File: src/rtl/video_timing_gen.sv
// Video timing generator: programmable sync/porch/active raster with
// registered sync, data-enable, active coordinates and a frame-boundary
// mode-change handshake.
module video_timing_gen #(
  parameter int X_BITS = 12,
  parameter int Y_BITS = 12,
  parameter int H_SYNC = 44,
  parameter int H_BP   = 148,
  parameter int H_ACT  = 1920,
  parameter int H_FP   = 88,
  parameter int V_SYNC = 5,
  parameter int V_BP   = 36,
  parameter int V_ACT  = 1080,
  parameter int V_FP   = 4,
  parameter bit HS_POL = 1'b1,
  parameter bit VS_POL = 1'b1
) (
  input  logic              clk,
  input  logic              rstn,
  input  logic              en,
  input  logic              cfg_valid,
  input  logic [X_BITS-1:0] cfg_h_sync,
  input  logic [X_BITS-1:0] cfg_h_bp,
  input  logic [X_BITS-1:0] cfg_h_act,
  input  logic [X_BITS-1:0] cfg_h_fp,
  input  logic [Y_BITS-1:0] cfg_v_sync,
  input  logic [Y_BITS-1:0] cfg_v_bp,
  input  logic [Y_BITS-1:0] cfg_v_act,
  input  logic [Y_BITS-1:0] cfg_v_fp,
  input  logic              cfg_hs_pol,
  input  logic              cfg_vs_pol,
  output logic              cfg_ack,
  output logic              cfg_err,
  output logic              hs_out,
  output logic              vs_out,
  output logic              de_out,
  output logic [X_BITS-1:0] x_act,
  output logic [Y_BITS-1:0] y_act,
  output logic              frame_start,
  output logic              line_start
);

  // Request totals get two guard bits so four maximal fields cannot wrap.
  localparam int XW = X_BITS + 2;
  localparam int YW = Y_BITS + 2;
  localparam logic [XW-1:0] H_MAX = {2'b00, {X_BITS{1'b1}}};
  localparam logic [YW-1:0] V_MAX = {2'b00, {Y_BITS{1'b1}}};

  logic [X_BITS-1:0] h_cnt, h_sync, h_bp, h_act, h_fp;
  logic [Y_BITS-1:0] v_cnt, v_sync, v_bp, v_act, v_fp;
  logic              hs_pol, vs_pol;

  logic [X_BITS-1:0] p_h_sync, p_h_bp, p_h_act, p_h_fp;
  logic [Y_BITS-1:0] p_v_sync, p_v_bp, p_v_act, p_v_fp;
  logic              p_hs_pol, p_vs_pol, pend;

  logic [X_BITS-1:0] h_total, h_start, h_end;
  logic [Y_BITS-1:0] v_total, v_start, v_end;
  logic [XW-1:0]     cfg_h_total;
  logic [YW-1:0]     cfg_v_total;
  logic              h_last, v_last, frame_end, apply, cfg_ok, h_in, v_in;

  // Raster geometry of the active mode and validation of incoming requests.
  always_comb begin
    h_total     = h_sync + h_bp + h_act + h_fp;
    v_total     = v_sync + v_bp + v_act + v_fp;
    h_start     = h_sync + h_bp;
    v_start     = v_sync + v_bp;
    h_end       = h_start + h_act;
    v_end       = v_start + v_act;
    h_last      = (h_cnt == h_total - X_BITS'(1));
    v_last      = (v_cnt == v_total - Y_BITS'(1));
    frame_end   = en && h_last && v_last;
    apply       = pend && (frame_end || !en);
    h_in        = (h_cnt >= h_start) && (h_cnt < h_end);
    v_in        = (v_cnt >= v_start) && (v_cnt < v_end);
    cfg_h_total = XW'(cfg_h_sync) + XW'(cfg_h_bp) + XW'(cfg_h_act) + XW'(cfg_h_fp);
    cfg_v_total = YW'(cfg_v_sync) + YW'(cfg_v_bp) + YW'(cfg_v_act) + YW'(cfg_v_fp);
    cfg_ok      = (cfg_h_sync != '0) && (cfg_h_act != '0) &&
                  (cfg_v_sync != '0) && (cfg_v_act != '0) &&
                  (cfg_h_total <= H_MAX) && (cfg_v_total <= V_MAX);
  end

  // Pixel/line counters; held at the frame origin while disabled.
  always_ff @(posedge clk) begin
    if (!rstn) begin
      h_cnt <= '0;
      v_cnt <= '0;
    end else if (!en) begin
      h_cnt <= '0;
      v_cnt <= '0;
    end else if (h_last) begin
      h_cnt <= '0;
      v_cnt <= v_last ? '0 : v_cnt + Y_BITS'(1);
    end else begin
      h_cnt <= h_cnt + X_BITS'(1);
    end
  end

  // Registered raster outputs decoded from the current counter position.
  always_ff @(posedge clk) begin
    if (!rstn) begin
      hs_out      <= ~HS_POL;
      vs_out      <= ~VS_POL;
      de_out      <= 1'b0;
      x_act       <= '0;
      y_act       <= '0;
      frame_start <= 1'b0;
      line_start  <= 1'b0;
    end else if (!en) begin
      hs_out      <= ~hs_pol;
      vs_out      <= ~vs_pol;
      de_out      <= 1'b0;
      x_act       <= '0;
      y_act       <= '0;
      frame_start <= 1'b0;
      line_start  <= 1'b0;
    end else begin
      hs_out      <= (h_cnt < h_sync) ? hs_pol : ~hs_pol;
      vs_out      <= (v_cnt < v_sync) ? vs_pol : ~vs_pol;
      de_out      <= h_in && v_in;
      x_act       <= (h_cnt >= h_start) ? h_cnt - h_start : '0;
      y_act       <= (v_cnt >= v_start) ? v_cnt - v_start : '0;
      frame_start <= (h_cnt == '0) && (v_cnt == '0);
      line_start  <= (h_cnt == '0);
    end
  end

  // Mode handshake: the old pending mode goes live at frame end (or at once
  // while idle) before a same-cycle request refills the shadow.
  always_ff @(posedge clk) begin
    if (!rstn) begin
      h_sync   <= X_BITS'(H_SYNC);
      h_bp     <= X_BITS'(H_BP);
      h_act    <= X_BITS'(H_ACT);
      h_fp     <= X_BITS'(H_FP);
      v_sync   <= Y_BITS'(V_SYNC);
      v_bp     <= Y_BITS'(V_BP);
      v_act    <= Y_BITS'(V_ACT);
      v_fp     <= Y_BITS'(V_FP);
      hs_pol   <= HS_POL;
      vs_pol   <= VS_POL;
      p_h_sync <= '0;
      p_h_bp   <= '0;
      p_h_act  <= '0;
      p_h_fp   <= '0;
      p_v_sync <= '0;
      p_v_bp   <= '0;
      p_v_act  <= '0;
      p_v_fp   <= '0;
      p_hs_pol <= 1'b0;
      p_vs_pol <= 1'b0;
      pend     <= 1'b0;
      cfg_ack  <= 1'b0;
      cfg_err  <= 1'b0;
    end else begin
      cfg_ack <= apply;
      cfg_err <= cfg_valid && !cfg_ok;
      if (apply) begin
        h_sync <= p_h_sync;
        h_bp   <= p_h_bp;
        h_act  <= p_h_act;
        h_fp   <= p_h_fp;
        v_sync <= p_v_sync;
        v_bp   <= p_v_bp;
        v_act  <= p_v_act;
        v_fp   <= p_v_fp;
        hs_pol <= p_hs_pol;
        vs_pol <= p_vs_pol;
      end
      if (cfg_valid && cfg_ok) begin
        p_h_sync <= cfg_h_sync;
        p_h_bp   <= cfg_h_bp;
        p_h_act  <= cfg_h_act;
        p_h_fp   <= cfg_h_fp;
        p_v_sync <= cfg_v_sync;
        p_v_bp   <= cfg_v_bp;
        p_v_act  <= cfg_v_act;
        p_v_fp   <= cfg_v_fp;
        p_hs_pol <= cfg_hs_pol;
        p_vs_pol <= cfg_vs_pol;
        pend     <= 1'b1;
      end else if (apply) begin
        pend <= 1'b0;
      end
    end
  end

endmodule
File: config.mk
export PLATFORM = sky130hd
export DESIGN_NAME = video_timing_gen
export DESIGN_NICKNAME = d
export VERILOG_FILES = /design/src/rtl/video_timing_gen.sv
export SDC_FILE = /design/constraint.sdc
export NUM_CORES = 1
export LEC_CHECK = 0
export ABC_AREA = 1
export ABC_CLOCK_PERIOD_IN_PS = 6600
export BUFFER_PORTS_ARGS = -buffer_cell sky130_fd_sc_hd__buf_2
export CAP_MARGIN = 15
export CORE_MARGIN = 2
export CORE_UTILIZATION = 55
export DETAILED_ROUTE_END_ITERATION = 12
export GPL_ROUTABILITY_DRIVEN = 1
export GPL_TIMING_DRIVEN = 1
export PLACE_DENSITY = 0.82
export SLEW_MARGIN = 10
export SYNTH_ARGS = -nofsm -noshare
export SYNTH_HDL_FRONTEND = slang
export SYNTH_SLANG_ARGS = --single-unit
File: constraint.sdc
create_clock -name clk -period 6.6 [get_ports clk]
set_clock_uncertainty 0.2 [all_clocks]
set_input_delay 1.32 -clock clk [delete_from_list [all_inputs] [get_ports clk]]
set_output_delay 1.32 -clock clk [all_outputs]
set_load 0.02 [all_outputs]
==> metrics.md, run 1 <==
| Metric | Value |
|---|---|
| Status | `complete, no violations` |
| CP Data Required Time | `6.83 ns` |
| Switching Share | `39.78%` |
| DR WL/cell | `15.58 µm` |
| Count of cell types in the netlist | `56` |
| Top_reg_cell synth | `dfxtp_1` |
| Power density over cell area | `316.0 nW/µm²` |
| Clock share of power | `25.1%` |
| CTS-repair resized insts | `0` |
| Layout cells sized above 1 | `10.02%` |
| Filler cells | `2658` |
| Vias in the first global route | `14330` |
| Largest delay share family, worst path | `compound AO/OA/AOI/OAI gates` |
| GR met2 Demand/Resource | `40.60%` |
| Core Region | `30590 µm²` |
| Std cell rows | `64` |
| Setup CP Type | `flip-flop to flip-flop` |
| Syn_area_per_cell | `7.583 µm²` |
| Initial Util | `55.85%` |
| Internal power | `3571 µW` |
| CP arrival | `6.39 ns` |
| Antenna diodes | `0` |
| Max_slew headroom | `32.97%` |
| Slowest-stage cell, CP | `fa_1` |
| M1 GR Usage | `37.80%` |
| EDFF count, synth | `0` |
| Cts hold-fix bufs | `0` |
| Later-pin clock latency in the skew report | `0.55 ns` |
| GRT Resource Usage Total | `25.81%` |
| Reg area | `5049 µm²` |
| X dimension of the die | `180.2 µm` |
| Slew Limit Fails | `0` |
| Max cap viols | `0` |
| # DRC | `0` |
| CTS HTree Levels | `1` |
| Met3 GRT Util | `3.476%` |
| Power share of the combinational group | `45.4%` |
| Multi-input logic area | `10370 µm²` |
| Yosys warnings | `0` |
| Worst path max stage delay | `0.39 ns` |
| Synthesized flop and latch total | `252` |
| Final hold violation count | `0` |
| Post-Route WL | `42860 µm` |
| Final antenna-violating net count | `0` |
| Vias | `15270` |
| Postcts setup bufs | `0` |
| Post-synthesis async set-or-reset flop share | `0%` |
| CTS Sinks | `252` |
| DRT iter0 DRCs | `1447` |
| Finished Layout Cells | `2751` |
| Final estimated routing congestion in global placement | `0.9359` |
| IO buf count | `132` |
| Placed Cells | `2704` |
| Register share of total power | `29.6%` |
| Num CTS Buffers | `26` |
| Maximum fanout along the worst path | `25` |
| CTS tree | `yes` |
| Initial antenna violation count | `0` |
| Net switching power | `2359 µW` |
| Most used cell, CP | `inv_1` |
| Clock transition at path regs | `0.06 ns` |
| Period minus WS final | `6.159 ns` |
| Crit. End Element | `flip-flop` |
| Lkg Pwr | `0.008569 µW` |
| DIE HEIGHT | `180.2 µm` |
| Final period utilization | `93.32%` |
| CTS max path bufs | `3` |
| Pin count of the biggest net entering global routing | `102` |
| Syn Inst Count | `2253` |
| Synth Net Count | `2593` |
| Nets@finish | `2677` |
| Hold Crit Class | `flip-flop to flip-flop` |
| Global-route wire length before repair | `70570 µm` |
| Fmax | `0.1624 GHz` |
| Total I/O pin count | `133` |
| Crit path buf inv count | `6` |
| Root Buffer | `clkbuf_16` |
| Via density | `5.550` |
| GRT busiest layer | `met2` |
| Worst slew pin tran | `0.9993 ns` |
| Final setup fails | `0` |
| Drt pass-1 iters | `6` |
| Dpl hpwl | `32810 µm` |
| Peak supply drop | `0.1604 mV` |
| Grt ovf | `0` |
| Cell area after synthesis | `17080 µm²` |
| Die area | `32490 µm²` |
| Crit start category | `flip-flop` |
| Worst hold slack | `0.2588 ns` |
| Sequential fraction of the synthesis area | `29.53%` |
| Area growth, synth to finish | `9.850%` |
## worst min-delay path, stage by stage, from the launching register on
cell	delay, ns
dfxtp_1	0.30
inv_1	0.06
a21oi_1	0.05
## routing by layer
| layer | share of wire [%] | routed length [µm] | vias to the layer above |
|---|---|---|---|
| li1 | - | - | 7642 |
| met1 | 48 | 20370 | 7034 |
| met2 | 44 | 18920 | 543 |
| met3 | 6.6 | 2825 | 50 |
| met4 | 1.7 | 746 | 0 |
| met5 | 0 | 0 | - |
## cells in the mapped netlist (4+ instances only)
master	count	share of area, %
nand2_1	322	7.1
nand2_4	11	0.73
a211oi_1	10	0.44
ha_1	182	13
a21oi_1	277	8.1
nor3b_1	5	0.22
nor2_2	5	0.18
buf_1	17	0.37
xnor2_1	25	1.3
fa_1	56	6.6
nor2_1	167	3.7
o211ai_1	4	0.18
clkbuf_1	45	0.99
dfxtp_1	252	30
a31oi_1	9	0.33
nor4_1	18	0.66
inv_1	320	7.0
o21ai_0	109	3.2
o21bai_1	12	0.53
buf_6	16	1.1
a21o_1	9	0.40
nor3_1	29	0.85
or2_2	4	0.15
nand2_2	6	0.22
xor2_1	58	3.0
nand3_2	12	0.70
nand3_1	203	5.9
nand4_1	26	0.95
## final cells by class
cell class                 instances  share of cell area [%]
clock buffer                      36                   3.994
clock inverter                    10                  0.6200
inverter                         323                   6.474
multi-input combinational       1593                   55.28
sequential                       252                   26.90
tap                              396                   2.640
timing repair buffer             141                   4.094
## power by group through the flow
stage	clock (µW)	sequential [µW]	combinational [µW]
after floorplan	0	1750	2110
after global placement	0	1780	2550
after detailed placement	0	1780	2630
after CTS	1500	1750	2650
after global routing	1570	1770	3040
final	1490	1750	2690
## path summary, 6_finish.rpt
kind	startpoint	to	slack [ns]	depth (start not counted)
hold reg to reg	p_h_sync[11]$_SDFFE_PN0P_	p_h_sync[11]$_SDFFE_PN0P_	0.26	2
setup reg to reg	v_sync[0]$_SDFFE_PN1P_	h_fp[2]$_SDFFE_PN0P_	0.44	31
hold / removal	p_h_sync[11]$_SDFFE_PN0P_	p_h_sync[11]$_SDFFE_PN0P_	0.26	2
setup / recovery	v_sync[0]$_SDFFE_PN1P_	h_fp[2]$_SDFFE_PN0P_	0.44	31
## cells by family (layout without fill, tap and decap cells)
logic type | count (synthesis) | in the layout | share of synthesized area, %
AND/OR/NAND/NOR | 818 | 819 | 21.88
buffers and inverters | 409 | 510 | 9.953
flip-flops | 252 | 252 | 29.53
AO/OA/AOI/OAI | 451 | 451 | 14.23
XOR/XNOR | 85 | 85 | 4.519
adder cells (fa/ha/maj) | 238 | 238 | 19.89
## placed cells by master, fill, tap and decap left out, types with 3 or more instances in the layout
master / instances
dfxtp_1: 251
fa_1: 56
buf_4: 7
or2_2: 4
nand2_2: 6
o21ai_1: 3
buf_12: 3
a211oi_1: 10
o21ai_0: 109
a31oi_1: 9
clkbuf_16: 27
nor2_1: 167
inv_1: 320
o21bai_1: 12
nor4_1: 18
ha_1: 182
nor2_2: 5
xor2_1: 57
a21o_1: 9
clkbuf_1: 5
nor3_1: 29
clkbuf_8: 4
nand3_1: 203
a21oi_1: 277
buf_2: 131
nor3b_1: 5
o211ai_1: 4
clkinv_2: 4
a21oi_2: 3
nand4_1: 26
nand2_4: 12
xnor2_1: 25
nand3_2: 12
nand2_1: 321
nand3b_1: 3
## metrics by stage
stage               total power, µW  worst slack, ns   TNS (ns)  utilization [%]  instance area (µm²)
floorplan                      3861            1.531          0                -                17080
global placement               4323           0.4861          0            58.43                17870
detailed placement             4408           0.3228          0            58.43                17870
CTS                            5895           0.2858          0            61.26                18740
global route                   6380        -0.007144  -0.007144            61.35                18770
finish                         5930           0.4411          0            61.35                18770
No activity file was read; power rests on OpenSTA's default activity.
==> inputs of run 2 (changes only) <==
ABC_AREA = 0   (was 1)
==> run 2 against run 1 <==
Compared with the run above: synthesized cell count down 2.3%; critical path type unchanged; highest routed layer unchanged; first-iteration DRC count up 28%; critical path depth unchanged; via count up 14%.
==> metrics.md, run 2 <==
| Metric | Value |
|---|---|
| Setup CP Type | `flip-flop to flip-flop` |
| Maximum fanout along the worst path | `11 (-56%)` |
| Met3 GRT Util | `4.246% (+0.77 points)` |
| Final setup fails | `0 (unchanged)` |
| Synthesized flop and latch total | `252 (unchanged)` |
| Reg2Reg Depth | `31 (unchanged)` |
| Min-Delay Endpoint | `p_v_bp[4]$_SDFFE_PN0P_` |
| CP Data Required Time | `6.88 ns (+0.05 ns)` |
| Slowest-stage cell, CP | `or3b_4` |
| GR met2 Demand/Resource | `45.13% (+4.5 points)` |
| M1 GR Usage | `42.31% (+4.5 points)` |
| Initial antenna violation count | `0 (unchanged)` |
| Worst slew pin tran | `1.070 ns (+0.07065 ns)` |
| Layout cells sized above 1 | `15.53% (+5.5 points)` |
| Yosys warnings | `0 (unchanged)` |
| Synth top area share | `27.72% (-1.8 points)` |
| Reg2reg end | `v_fp[11]$_SDFFE_PN0P_` |
| Post-synthesis async set-or-reset flop share | `0% (unchanged)` |
| Die area | `34570 µm² (+6.4%)` |
| Later-pin clock latency in the skew report | `0.56 ns (about the same)` |
| Cell taking the most area after synthesis | `dfxtp_1` |
| Post-Route Utilization | `63.57% (+2.2 points)` |
| Max cap viols | `0 (unchanged)` |
| DIE HEIGHT | `185.9 µm (+3.1%)` |
| Worst R2R Start | `v_bp[0]$_SDFFE_PN0P_` |
| Crit. End Element | `flip-flop` |
| Pin count of the biggest net entering global routing | `215 (+110%)` |
| CTS tree | `yes` |
| Final hold violation count | `0 (unchanged)` |
| Crit start category | `flip-flop` |
| Cell area after synthesis | `18200 µm² (+6.5%)` |
| Crit path buf inv count | `5 (-1)` |
| Highest-count cells in the layout ignoring fill and taps | `dfxtp_1 (249), ha_1 (176), inv_1 (162)` |
| Fmax | `0.1522 GHz (-6.2%)` |
| DR WL/cell | `19.27 µm (+24%)` |
| Lkg Pwr | `0.008929 µW (+4.2%)` |
| Top cells by area in the synthesized netlist | `dfxtp_1 (28%), ha_1 (13%), fa_1 (6.2%), o211ai_1 (5.5%), nand3_1 (4.4%)` |
| Nets@finish | `2621 (-2.1%)` |
| Syn_area_per_cell | `8.266 µm² (+9.0%)` |
| EDFF count, synth | `0 (unchanged)` |
| Std cell rows | `66 (+3.1%)` |
| Hold Path Cell Cnt | `2 (unchanged)` |
| Core Region | `32540 µm² (+6.4%)` |
| CP startpoint | `v_bp[0]$_SDFFE_PN0P_` |
| Antenna diodes | `0 (unchanged)` |
| Synth Net Count | `2542 (-2.0%)` |
| CP arrival | `6.84 ns (+0.45 ns)` |
| Cts hold-fix bufs | `0 (unchanged)` |
| Peak supply drop | `0.2542 mV (+58%)` |
| Place WS | `-0.4807 ns (-0.8035 ns)` |
| CTS max path bufs | `3 (unchanged)` |
| Power density over cell area | `208.3 nW/µm² (-34%)` |
| Initial Util | `55.95% (+0.096 points)` |
| Via density | `6.336 (+14%)` |
| TNS Setup | `0 ns (unchanged)` |
| Vias in the first global route | `15910 (+11%)` |
| Total I/O pin count | `133 (unchanged)` |
| Count of cell types in the netlist | `71 (+27%)` |
| Global-route wire length before repair | `81520 µm (+16%)` |
| Dpl hpwl | `37280 µm (+14%)` |
| Placed Cells | `2672 (-1.2%)` |
| Worst Hold Launch | `p_v_bp[4]$_SDFFE_PN0P_` |
| Top_reg_cell synth | `dfxtp_1` |
| Finished Layout Cells | `2741 (-0.36%)` |
| Most numerous cell in the Yosys netlist | `dfxtp_1` |
| Most used cell, CP | `o21ai_2` |
| Vias | `17370 (+14%)` |
| Largest delay share family, worst path | `compound AO/OA/AOI/OAI gates` |
| Drt pass-1 iters | `7 (+1)` |
| Root Buffer | `clkbuf_16` |
| GRT busiest layer | `met2` |
| Worst path max stage delay | `0.41 ns (+0.02 ns)` |
| CTS Sinks | `252 (unchanged)` |
| Area growth, synth to finish | `13.62%` |
| Hold Crit Class | `flip-flop to flip-flop` |
| Final antenna-violating net count | `0 (unchanged)` |
| # DRC | `0 (unchanged)` |
| RSZ-0062 raised after global routing | `true` |
| X dimension of the die | `185.9 µm (+3.1%)` |
| DRT iter0 DRCs | `1856 (+28%)` |
| Status | `complete, no violations` |
| Commonest non-fill, non-tap cell in the layout | `dfxtp_1` |
| Num CTS Buffers | `27 (+3.8%)` |
| IO buf count | `132 (unchanged)` |
| Syn Inst Count | `2202 (-2.3%)` |
| Synth cell count leaders | `dfxtp_1 (252), ha_1 (182), inv_1 (167), nand3_1 (161), nand2_1 (150)` |
| Clock transition at path regs | `0.06 ns (about the same)` |
| Max_slew headroom | `28.67% (-4.3 points)` |
| GRT Resource Usage Total | `29.31% (+3.5 points)` |
| Reg2Reg Setup Slack | `0.03 ns (-0.41 ns)` |
| Sequential fraction of the synthesis area | `27.72% (-1.8 points)` |
| Period minus WS final | `6.569 ns (+0.4097 ns)` |
| Post-Route WL | `52810 µm (+23%)` |
| Final estimated routing congestion in global placement | `0.9826 (+5.0%)` |
| Slew Limit Fails | `0 (unchanged)` |
| Final period utilization | `99.52% (+6.2 points)` |
| Grt ovf | `0 (unchanged)` |
| CTS HTree Levels | `1 (unchanged)` |
| Final worst-path setup slack | `0.03140 ns (-0.4097 ns)` |
-- run 2: cell count changes after synthesis, moves of 42 or more --
cell,before,now
nand2_1,322,150
inv_1,320,167
nor2_1,167,118
and3_1,1,89
a31oi_1,9,80
a31o_2,2,50
clkbuf_1,45,109
nand4_1,26,85
a21oi_1,277,74
nand3_1,203,161
o211ai_1,4,134
-- run 2: cell families (layout without fill, tap and decap cells) --
kind of cell	count (synthesis)	count (layout)	share of synthesized area, %
and+or+nand+nor	714	714	19.99
AOI/OAI and AO/OA	583	583	21.69
buffers and inverters	314	411	6.846
DFF	252	252	27.72
adders and majority gates	239	239	18.72
xor gates and xnor gates	94	94	4.681
muxes	6	6	0.3574
-- run 2: area by class of cell --
cell class                 count  area [µm²]
multi-input combinational   1636       12200
clock inverter                 8       77.57
timing repair buffer         196        1385
fill                        2719       11850
inverter                     168       630.6
tap                          442       553.0
clock buffer                  39       780.7
sequential                   252        5051
-- run 2: through the flow --
step | hold slack, ns | power, µW | instance area (µm²)
after global placement | 0.2554 | 2737 | 19250
after global routing | 0.2926 | 4510 | 20680
final | 0.2733 | 4308 | 20680
after CTS | 0.2707 | 4252 | 20220
after detailed placement | 0.2513 | 2780 | 19250
after floorplan | 0.2347 | 2499 | 18200
-- run 2: routing by layer --
metal	up-vias	routed length, µm
met4	0	1412
met2	838	23470
li1	8199	-
met1	8217	23040
met5	-	0
met3	112	4891
-- run 2: power by group --
part,switching (µW),internal (µW)
sequential,75.2,1580
combinational,687,477
clock,629,856
total,1390,2920
-- run 2: worst max path at each step --
stage                     depth (start not counted)                     end  slack (ns)
after global placement                           31   v_bp[10]$_SDFFE_PN0P_       -0.20
after floorplan                                  30  h_act[11]$_SDFFE_PN0P_        0.13
final                                            31   v_fp[11]$_SDFFE_PN0P_        0.03
after global routing                             31   v_fp[11]$_SDFFE_PN0P_       -0.21
after detailed placement                         30   h_act[5]$_SDFFE_PN0P_       -0.48
after CTS                                        32   v_act[5]$_SDFFE_PN1P_       0.002
-- run 2: tightest hold or removal path, stage by stage, from the launching register on --
cell and delay (ns):
dfxtp_1 0.32, nand2_1 0.05, o21ai_0 0.06
-- run 2: what timing repair did --
item,in CTS,in global routing
endpoints found under the setup margin,110,121
setup buffers,7,8
pin swaps,7,34
gates resized for setup,13,61
cloned,1,6
